$ cat config.mk
export PLATFORM = sky130hd
export DESIGN_NAME = r_ingress_ctrl
export DESIGN_NICKNAME = d
export VERILOG_FILES = /design/src/rtl/r_ingress_ctrl.sv
export SDC_FILE = /design/constraint.sdc
export NUM_CORES = 1
export LEC_CHECK = 0
export ABC_AREA = 1
export ABC_CLOCK_PERIOD_IN_PS = 3900
export CAP_MARGIN = 20
export CORE_MARGIN = 5
export CORE_UTILIZATION = 40
export CTS_BUF_LIST = sky130_fd_sc_hd__clkbuf_16
export DETAILED_ROUTE_END_ITERATION = 7
export PLACE_DENSITY = 0.7
export SYNTH_ARGS = -nofsm -noshare
export SYNTH_HDL_FRONTEND = slang
export SYNTH_SLANG_ARGS = --single-unit
export TNS_END_PERCENT = 1
$ cat constraint.sdc
create_clock -name clk -period 3.9 [get_ports clk]
set_input_delay 0.78 -clock clk [delete_from_list [all_inputs] [get_ports clk]]
set_output_delay 0.78 -clock clk [all_outputs]
set_load 0.01 [all_outputs]
$ cat src/rtl/r_ingress_ctrl.sv
// Ingress controller of the 1x4 router: decodes the packet header, steers header,
// payload and parity bytes into the addressed FIFO, and reports parity/length errors.
module r_ingress_ctrl #(
   parameter int DATA_WIDTH = 8,
   parameter int NUM_PORTS  = 4
) (
   input  logic                  clk,
   input  logic                  resetn,
   input  logic                  pkt_valid,
   input  logic [DATA_WIDTH-1:0] data_in,
   input  logic [NUM_PORTS-1:0]  fifo_full,
   input  logic [NUM_PORTS-1:0]  fifo_empty,
   input  logic [NUM_PORTS-1:0]  soft_reset,
   output logic [DATA_WIDTH-1:0] dout,
   output logic [NUM_PORTS-1:0]  write_enb,
   output logic                  lfd_state,
   output logic                  busy,
   output logic                  parity_done,
   output logic                  err,
   output logic                  len_err
);

   localparam int SelW = 2;
   localparam int LenW = DATA_WIDTH - SelW;
   localparam logic [NUM_PORTS-1:0] PortZero = NUM_PORTS'(1);

   typedef enum logic [2:0] {
      IDLE,
      WAIT_EMPTY,
      LOAD_HDR,
      LOAD_DATA,
      CHECK_PARITY,
      DROP
   } state_t;

   state_t                state_q, state_d;
   logic [DATA_WIDTH-1:0] hdr_q, hdr_d;
   logic [DATA_WIDTH-1:0] parity_q, parity_d;
   logic [SelW-1:0]       sel_q, sel_d;
   logic [LenW-1:0]       cnt_q, cnt_d;
   logic                  err_q, err_d;
   logic                  len_err_q, len_err_d;

   logic                  selFull;
   logic                  selEmpty;
   logic                  selSoft;
   logic                  wrStrobe;

   assign selFull  = fifo_full[sel_q];
   assign selEmpty = fifo_empty[sel_q];
   assign selSoft  = soft_reset[sel_q];

   // A soft reset of the selected FIFO abandons the packet; the rest of it is
   // swallowed in DROP up to and including its parity byte.
   always_comb begin
      state_d   = state_q;
      hdr_d     = hdr_q;
      sel_d     = sel_q;
      parity_d  = parity_q;
      cnt_d     = cnt_q;
      err_d     = err_q;
      len_err_d = len_err_q;
      case (state_q)
         IDLE: begin
            if (pkt_valid) begin
               hdr_d     = data_in;
               sel_d     = data_in[SelW-1:0];
               parity_d  = data_in;
               cnt_d     = '0;
               err_d     = 1'b0;
               len_err_d = 1'b0;
               state_d   = fifo_empty[data_in[SelW-1:0]] ? LOAD_HDR : WAIT_EMPTY;
            end
         end
         WAIT_EMPTY: begin
            if (selSoft)       state_d = DROP;
            else if (selEmpty) state_d = LOAD_HDR;
         end
         LOAD_HDR: begin
            if (selSoft)       state_d = DROP;
            else if (!selFull) state_d = LOAD_DATA;
         end
         LOAD_DATA: begin
            if (selSoft) begin
               state_d = DROP;
            end else if (!selFull) begin
               if (pkt_valid) begin
                  parity_d = parity_q ^ data_in;
                  if (cnt_q != '1) cnt_d = cnt_q + 1'b1;
               end else begin
                  err_d     = (parity_q != data_in);
                  len_err_d = (cnt_q != hdr_q[DATA_WIDTH-1:SelW]);
                  state_d   = CHECK_PARITY;
               end
            end
         end
         CHECK_PARITY: state_d = IDLE;
         DROP: begin
            if (!pkt_valid) state_d = IDLE;
         end
         default: state_d = IDLE;
      endcase
   end

   // FIFO-side outputs are decoded from the state so a full or soft-reset FIFO
   // blocks the write in the very cycle it is flagged.
   always_comb begin
      busy        = 1'b0;
      dout        = '0;
      wrStrobe    = 1'b0;
      lfd_state   = 1'b0;
      parity_done = 1'b0;
      case (state_q)
         WAIT_EMPTY: busy = 1'b1;
         LOAD_HDR: begin
            busy      = 1'b1;
            dout      = hdr_q;
            lfd_state = 1'b1;
            wrStrobe  = ~selFull & ~selSoft;
         end
         LOAD_DATA: begin
            busy     = selFull;
            dout     = data_in;
            wrStrobe = ~selFull & ~selSoft;
         end
         CHECK_PARITY: begin
            busy        = 1'b1;
            parity_done = 1'b1;
         end
         default: ;
      endcase
   end

   assign write_enb = wrStrobe ? (PortZero << sel_q) : '0;
   assign err       = err_q;
   assign len_err   = len_err_q;

   always_ff @(posedge clk or negedge resetn) begin
      if (!resetn) begin
         state_q   <= IDLE;
         hdr_q     <= '0;
         sel_q     <= '0;
         parity_q  <= '0;
         cnt_q     <= '0;
         err_q     <= 1'b0;
         len_err_q <= 1'b0;
      end else begin
         state_q   <= state_d;
         hdr_q     <= hdr_d;
         sel_q     <= sel_d;
         parity_q  <= parity_d;
         cnt_q     <= cnt_d;
         err_q     <= err_d;
         len_err_q <= len_err_d;
      end
   end

endmodule
==> report_table.html <==
<table>
<tr><th>Metric</th><th>Value</th></tr>
<tr><th colspan="2">Floorplanning</th></tr>
<tr><td>Ports</td><td>40</td></tr>
<tr><td>Site Rows</td><td>25</td></tr>
<tr><td>Die X</td><td>79.0 um</td></tr>
<tr><td>Die height</td><td>79.0 um</td></tr>
<tr><td>Area of the die</td><td>0.00625 mm2</td></tr>
<tr><td>Starting utilization of the core area</td><td>0.409</td></tr>
<tr><td>Core Footprint</td><td>0.00466 mm2</td></tr>
<tr><th colspan="2">Place</th></tr>
<tr><td>Half-perimeter wire length of the detailed placement result</td><td>3570 um</td></tr>
<tr><td>Post-Place Cell Area</td><td>0.00233 mm2</td></tr>
<tr><td>DP Cell Count</td><td>367</td></tr>
<tr><td>Number of buffers added on ports</td><td>39</td></tr>
<tr><td>Global placer's final weighted congestion</td><td>0.830</td></tr>
<tr><th colspan="2">Detailed routing</th></tr>
<tr><td>Average vias per placed instance</td><td>5.03</td></tr>
<tr><td>Antenna Violating Nets Remaining</td><td>0</td></tr>
<tr><td>Drt total wl</td><td>4670 um</td></tr>
<tr><td>Final routed DRC violation total</td><td>0</td></tr>
<tr><td>Routed length per instance</td><td>12.6 um</td></tr>
<tr><td>DR vias</td><td>1866</td></tr>
<tr><td>Initial detailed-routing violation count</td><td>66</td></tr>
<tr><td>Detailed Routing Iterations Pass 1</td><td>4</td></tr>
<tr><th colspan="2">Clock tree</th></tr>
<tr><td>Count of clock tree sinks</td><td>27</td></tr>
<tr><td>Buffers inserted by post-CTS timing repair</td><td>0</td></tr>
<tr><td>Cts repair resizes</td><td>0</td></tr>
<tr><td>Clock tree buffer depth</td><td>2</td></tr>
<tr><td>CTS Buf Count</td><td>3</td></tr>
<tr><td>CTS HTree Levels</td><td>1</td></tr>
<tr><td>Clock tree from TritonCTS</td><td>done</td></tr>
<tr><td>Clock latency reported for the late side of the worst-skew pair</td><td>260 ps</td></tr>
<tr><td>Clock root cell</td><td>sky130_fd_sc_hd__clkbuf_16</td></tr>
<tr><td>Clk slew on worst S/H paths</td><td>60 ps</td></tr>
<tr><td>Post-cts hold buffer count</td><td>0</td></tr>
<tr><th colspan="2">STA</th></tr>
<tr><td>Post-Route Hold Slack</td><td>479 ps</td></tr>
<tr><td>Slew margin rel.</td><td>0.701</td></tr>
<tr><td>Count of final setup violators</td><td>0</td></tr>
<tr><td>Number of max-slew violations in the final report</td><td>0</td></tr>
<tr><td>Slew at the pin with the worst max-slew slack</td><td>447 ps</td></tr>
<tr><td>RSZ-0062 raised after global routing</td><td>no</td></tr>
<tr><td>Post-route clock skew</td><td>2.91 ps</td></tr>
<tr><td>Setup TNS Final</td><td>0 ps</td></tr>
<tr><td>Maximum frequency from static timing analysis</td><td>302 MHz</td></tr>
<tr><td>Final period utilization</td><td>0.850</td></tr>
<tr><td>Hold violation total from the final report</td><td>0</td></tr>
<tr><td>Final worst path period need</td><td>3310 ps</td></tr>
<tr><th colspan="2">Critical path</th></tr>
<tr><td>R2r startpoint</td><td>state_q[2]$_DFFE_PN0P_</td></tr>
<tr><td>Nature of the critical path endpoint</td><td>primary output</td></tr>
<tr><td>Highest fanout seen on the critical path</td><td>4</td></tr>
<tr><td>Critical path data arrival time</td><td>2530 ps</td></tr>
<tr><td>Required time worst endpoint</td><td>3120 ps</td></tr>
<tr><td>Number of cells on the worst reg-to-reg path</td><td>7</td></tr>
<tr><td>Classification of the worst setup path</td><td>input port to primary output</td></tr>
<tr><td>Worst R2R End</td><td>parity_q[4]$_DFFE_PN0P_</td></tr>
<tr><td>Worst-case register-to-register setup slack</td><td>2080 ps</td></tr>
<tr><td>Crit start category</td><td>input port</td></tr>
<tr><th colspan="2">Worst hold path</th></tr>
<tr><td>Worst Hold End</td><td>err$_DFFE_PN0P_</td></tr>
<tr><td>Worst hold path class</td><td>flop to flop</td></tr>
<tr><td>Worst hold path depth</td><td>2</td></tr>
<tr><td>Worst min-delay path startpoint</td><td>err$_DFFE_PN0P_</td></tr>
<tr><th colspan="2">Cells and area</th></tr>
<tr><td>Antenna diodes</td><td>0</td></tr>
<tr><td>Layout Area Growth over Synthesis</td><td>26.3%</td></tr>
<tr><td>Final Cell Area</td><td>0.00241 mm2</td></tr>
<tr><td>Number of fill cells</td><td>458</td></tr>
<tr><td>Area taken by flip-flops and latches</td><td>676 um2</td></tr>
<tr><td>Final Instance Count excl. Fillers</td><td>371</td></tr>
<tr><td>Area of combinational cells with multiple inputs</td><td>0.00107 mm2</td></tr>
<tr><td>Net count of the finished layout</td><td>342</td></tr>
<tr><td>Fraction of final layout cells sized beyond drive strength 1</td><td>0.0536</td></tr>
<tr><th colspan="2">Job</th></tr>
<tr><td>Max Cap Viol</td><td>0</td></tr>
<tr><th colspan="2">Pwr</th></tr>
<tr><td>Total design power</td><td>1.63 mW</td></tr>
<tr><td>Internal cell power</td><td>0.891 mW</td></tr>
<tr><td>Sequential fraction of design power</td><td>0.313</td></tr>
<tr><td>PwrDens</td><td>676 mW/mm2</td></tr>
<tr><td>Net Sw Frac</td><td>0.453</td></tr>
<tr><td>Leakage power figure</td><td>1.19 nW</td></tr>
<tr><td>Switching power total</td><td>0.737 mW</td></tr>
<tr><td>Combinational group share of total power</td><td>0.542</td></tr>
<tr><td>Clock Power Share</td><td>0.144</td></tr>
<tr><td>Worst vdd rail ir drop</td><td>0.000291 V</td></tr>
<tr><th colspan="2">Logic synthesis</th></tr>
<tr><td>Leading register cell type out of synthesis</td><td>sky130_fd_sc_hd__dfrtp_1</td></tr>
<tr><td>Post-synthesis sequential element count</td><td>27</td></tr>
<tr><td>Proportion of synthesized area in mux cells</td><td>0</td></tr>
<tr><td>Adder and majority gate portion of the synthesized area</td><td>0.00656</td></tr>
<tr><td>Number of standard cells after synthesis</td><td>280</td></tr>
<tr><td>Syn avg cell area</td><td>6.81 um2</td></tr>
<tr><td>Compound-gate portion of the synthesized area</td><td>0.112</td></tr>
<tr><td>EDFF count, synth</td><td>0</td></tr>
<tr><td>Area fraction in and, or, nand and nor cells after synthesis</td><td>0.373</td></tr>
<tr><td>Count of cell types in the netlist</td><td>28</td></tr>
<tr><td>Yosys warns</td><td>0</td></tr>
<tr><td>Asr flop ratio synth</td><td>1.00</td></tr>
<tr><td>Main combinational cell family by area after synthesis</td><td>simple AND/OR/NAND/NOR gates</td></tr>
<tr><td>Post-Synthesis Cell Area</td><td>0.00191 mm2</td></tr>
<tr><td>Synthesized-area fraction occupied by xor and xnor cells</td><td>0.0689</td></tr>
<tr><td>Register area share after synthesis</td><td>0.354</td></tr>
<tr><td>Number of nets in the synthesized netlist</td><td>304</td></tr>
<tr><th colspan="2">Global routing</th></tr>
<tr><td>Maximum number of pins on one net before global-route repair</td><td>28</td></tr>
<tr><td>GR Util All Layers</td><td>0.160</td></tr>
<tr><td>Initial antenna violation count</td><td>0</td></tr>
<tr><td>Vias in the first global route</td><td>1814</td></tr>
<tr><td>First-pass GRT wire length</td><td>8140 um</td></tr>
<tr><td>Final global-route overflow total</td><td>0</td></tr>
<tr><th colspan="2">Run status</th></tr>
<tr><td>Status</td><td>completed</td></tr>
</table>
==> placed cells by master (no fill, tap or decap), drive strengths merged <==
cell type and instances:
nor2 19, xor2 7, clkbuf 3, xnor2 8, nand2 105, inv 32, clkdlybuf4s50 39, nand4 3
a21oi 4, nor3 6, nand3 25, o21ai 29, buf 1, or2 1, dfrtp 27, o22ai 6
nor3b 1, ha 1
==> through the flow <==
step	setup slack [ps]	util
5_1_grt	394	0.517
4_1_cts	585	0.517
3_3_place_gp	654	0.500
3_5_place_dp	591	0.500
6_report	586	0.517
2_1_floorplan	1600	-
==> power by group through the flow <==
| stage | clock [mW] | combinational (mW) | sequential [mW] |
|---|---|---|---|
| 2_1_floorplan | 0 | 0.663 | 0.471 |
| 3_3_place_gp | 0 | 0.875 | 0.509 |
| 3_5_place_dp | 0 | 0.890 | 0.514 |
| 4_1_cts | 0.242 | 0.894 | 0.509 |
| 5_1_grt | 0.251 | 1.01 | 0.527 |
| 6_report | 0.235 | 0.882 | 0.510 |
==> worst max path at each step <==
stage,start,to,slack [ps]
final,soft_reset[3],write_enb[2],590
after global routing,soft_reset[2],write_enb[2],390
after CTS,soft_reset[3],write_enb[1],590
after detailed placement,soft_reset[3],write_enb[1],590
after global placement,soft_reset[3],write_enb[0],650
after floorplan,soft_reset[3],write_enb[0],1600
==> cell usage after synthesis (2+ instances only) <==
master / count / share of area
sky130_fd_sc_hd__nand2_1: 101 / 0.20
sky130_fd_sc_hd__inv_1: 28 / 0.055
sky130_fd_sc_hd__dfrtp_1: 27 / 0.35
sky130_fd_sc_hd__nand3_1: 23 / 0.060
sky130_fd_sc_hd__o21ai_0: 19 / 0.050
sky130_fd_sc_hd__nor2_1: 17 / 0.033
sky130_fd_sc_hd__o21ai_1: 10 / 0.026
sky130_fd_sc_hd__xnor2_1: 8 / 0.037
sky130_fd_sc_hd__xor2_1: 7 / 0.032
sky130_fd_sc_hd__nor3_1: 6 / 0.016
sky130_fd_sc_hd__o22ai_1: 6 / 0.020
sky130_fd_sc_hd__buf_2: 4 / 0.010
sky130_fd_sc_hd__a21oi_1: 3 / 0.0079
sky130_fd_sc_hd__nand2_2: 3 / 0.0098
sky130_fd_sc_hd__nand4_1: 3 / 0.0098
sky130_fd_sc_hd__inv_2: 2 / 0.0039
sky130_fd_sc_hd__nand3_4: 2 / 0.018
==> critical path: stages <==
cell and delay, ps:
sky130_fd_sc_hd__clkdlybuf4s50_1 430, sky130_fd_sc_hd__nand3_1 90, sky130_fd_sc_hd__nand2_1 60, sky130_fd_sc_hd__nor2_1 240, sky130_fd_sc_hd__nand4_1 200, sky130_fd_sc_hd__nor3_1 170, sky130_fd_sc_hd__clkdlybuf4s50_1 560
==> layer usage <==
layer | part of all wire | vias up | routed length (um) | global-route usage
met1 | 0.46 | 851 | 2170 | 0.197
li1 | - | 968 | - | -
met2 | 0.48 | 39 | 2220 | 0.287
met5 | 0 | - | 0 | 0
met4 | 0.011 | 0 | 53 | 0.0412
met3 | 0.049 | 8 | 229 | 0.0272
==> flip-flops by register name, indices dropped and copies added (netlist names) <==
signal	cells
hdr_q	8
err	1
cnt_q	6
parity_q	8
state_q	3
len_err	1
==> kinds of logic after synthesis <==
logic type                 Yosys count
buffers and inverters               38
DFF                                 27
xor gates and xnor gates            15
and+or+nand+nor                    160
adders and majority gates            1
AOI/OAI and AO/OA                   39
==> cell type report <==
class / count / area share
clock buffer: 3 / 0.0312
clock inverter: 1 / 0.00156
inverter: 31 / 0.0494
multi-input combinational: 215 / 0.444
sequential: 27 / 0.281
tap: 54 / 0.0281
timing repair buffer: 40 / 0.165
Note: power is estimated with default switching activity, not from simulation.
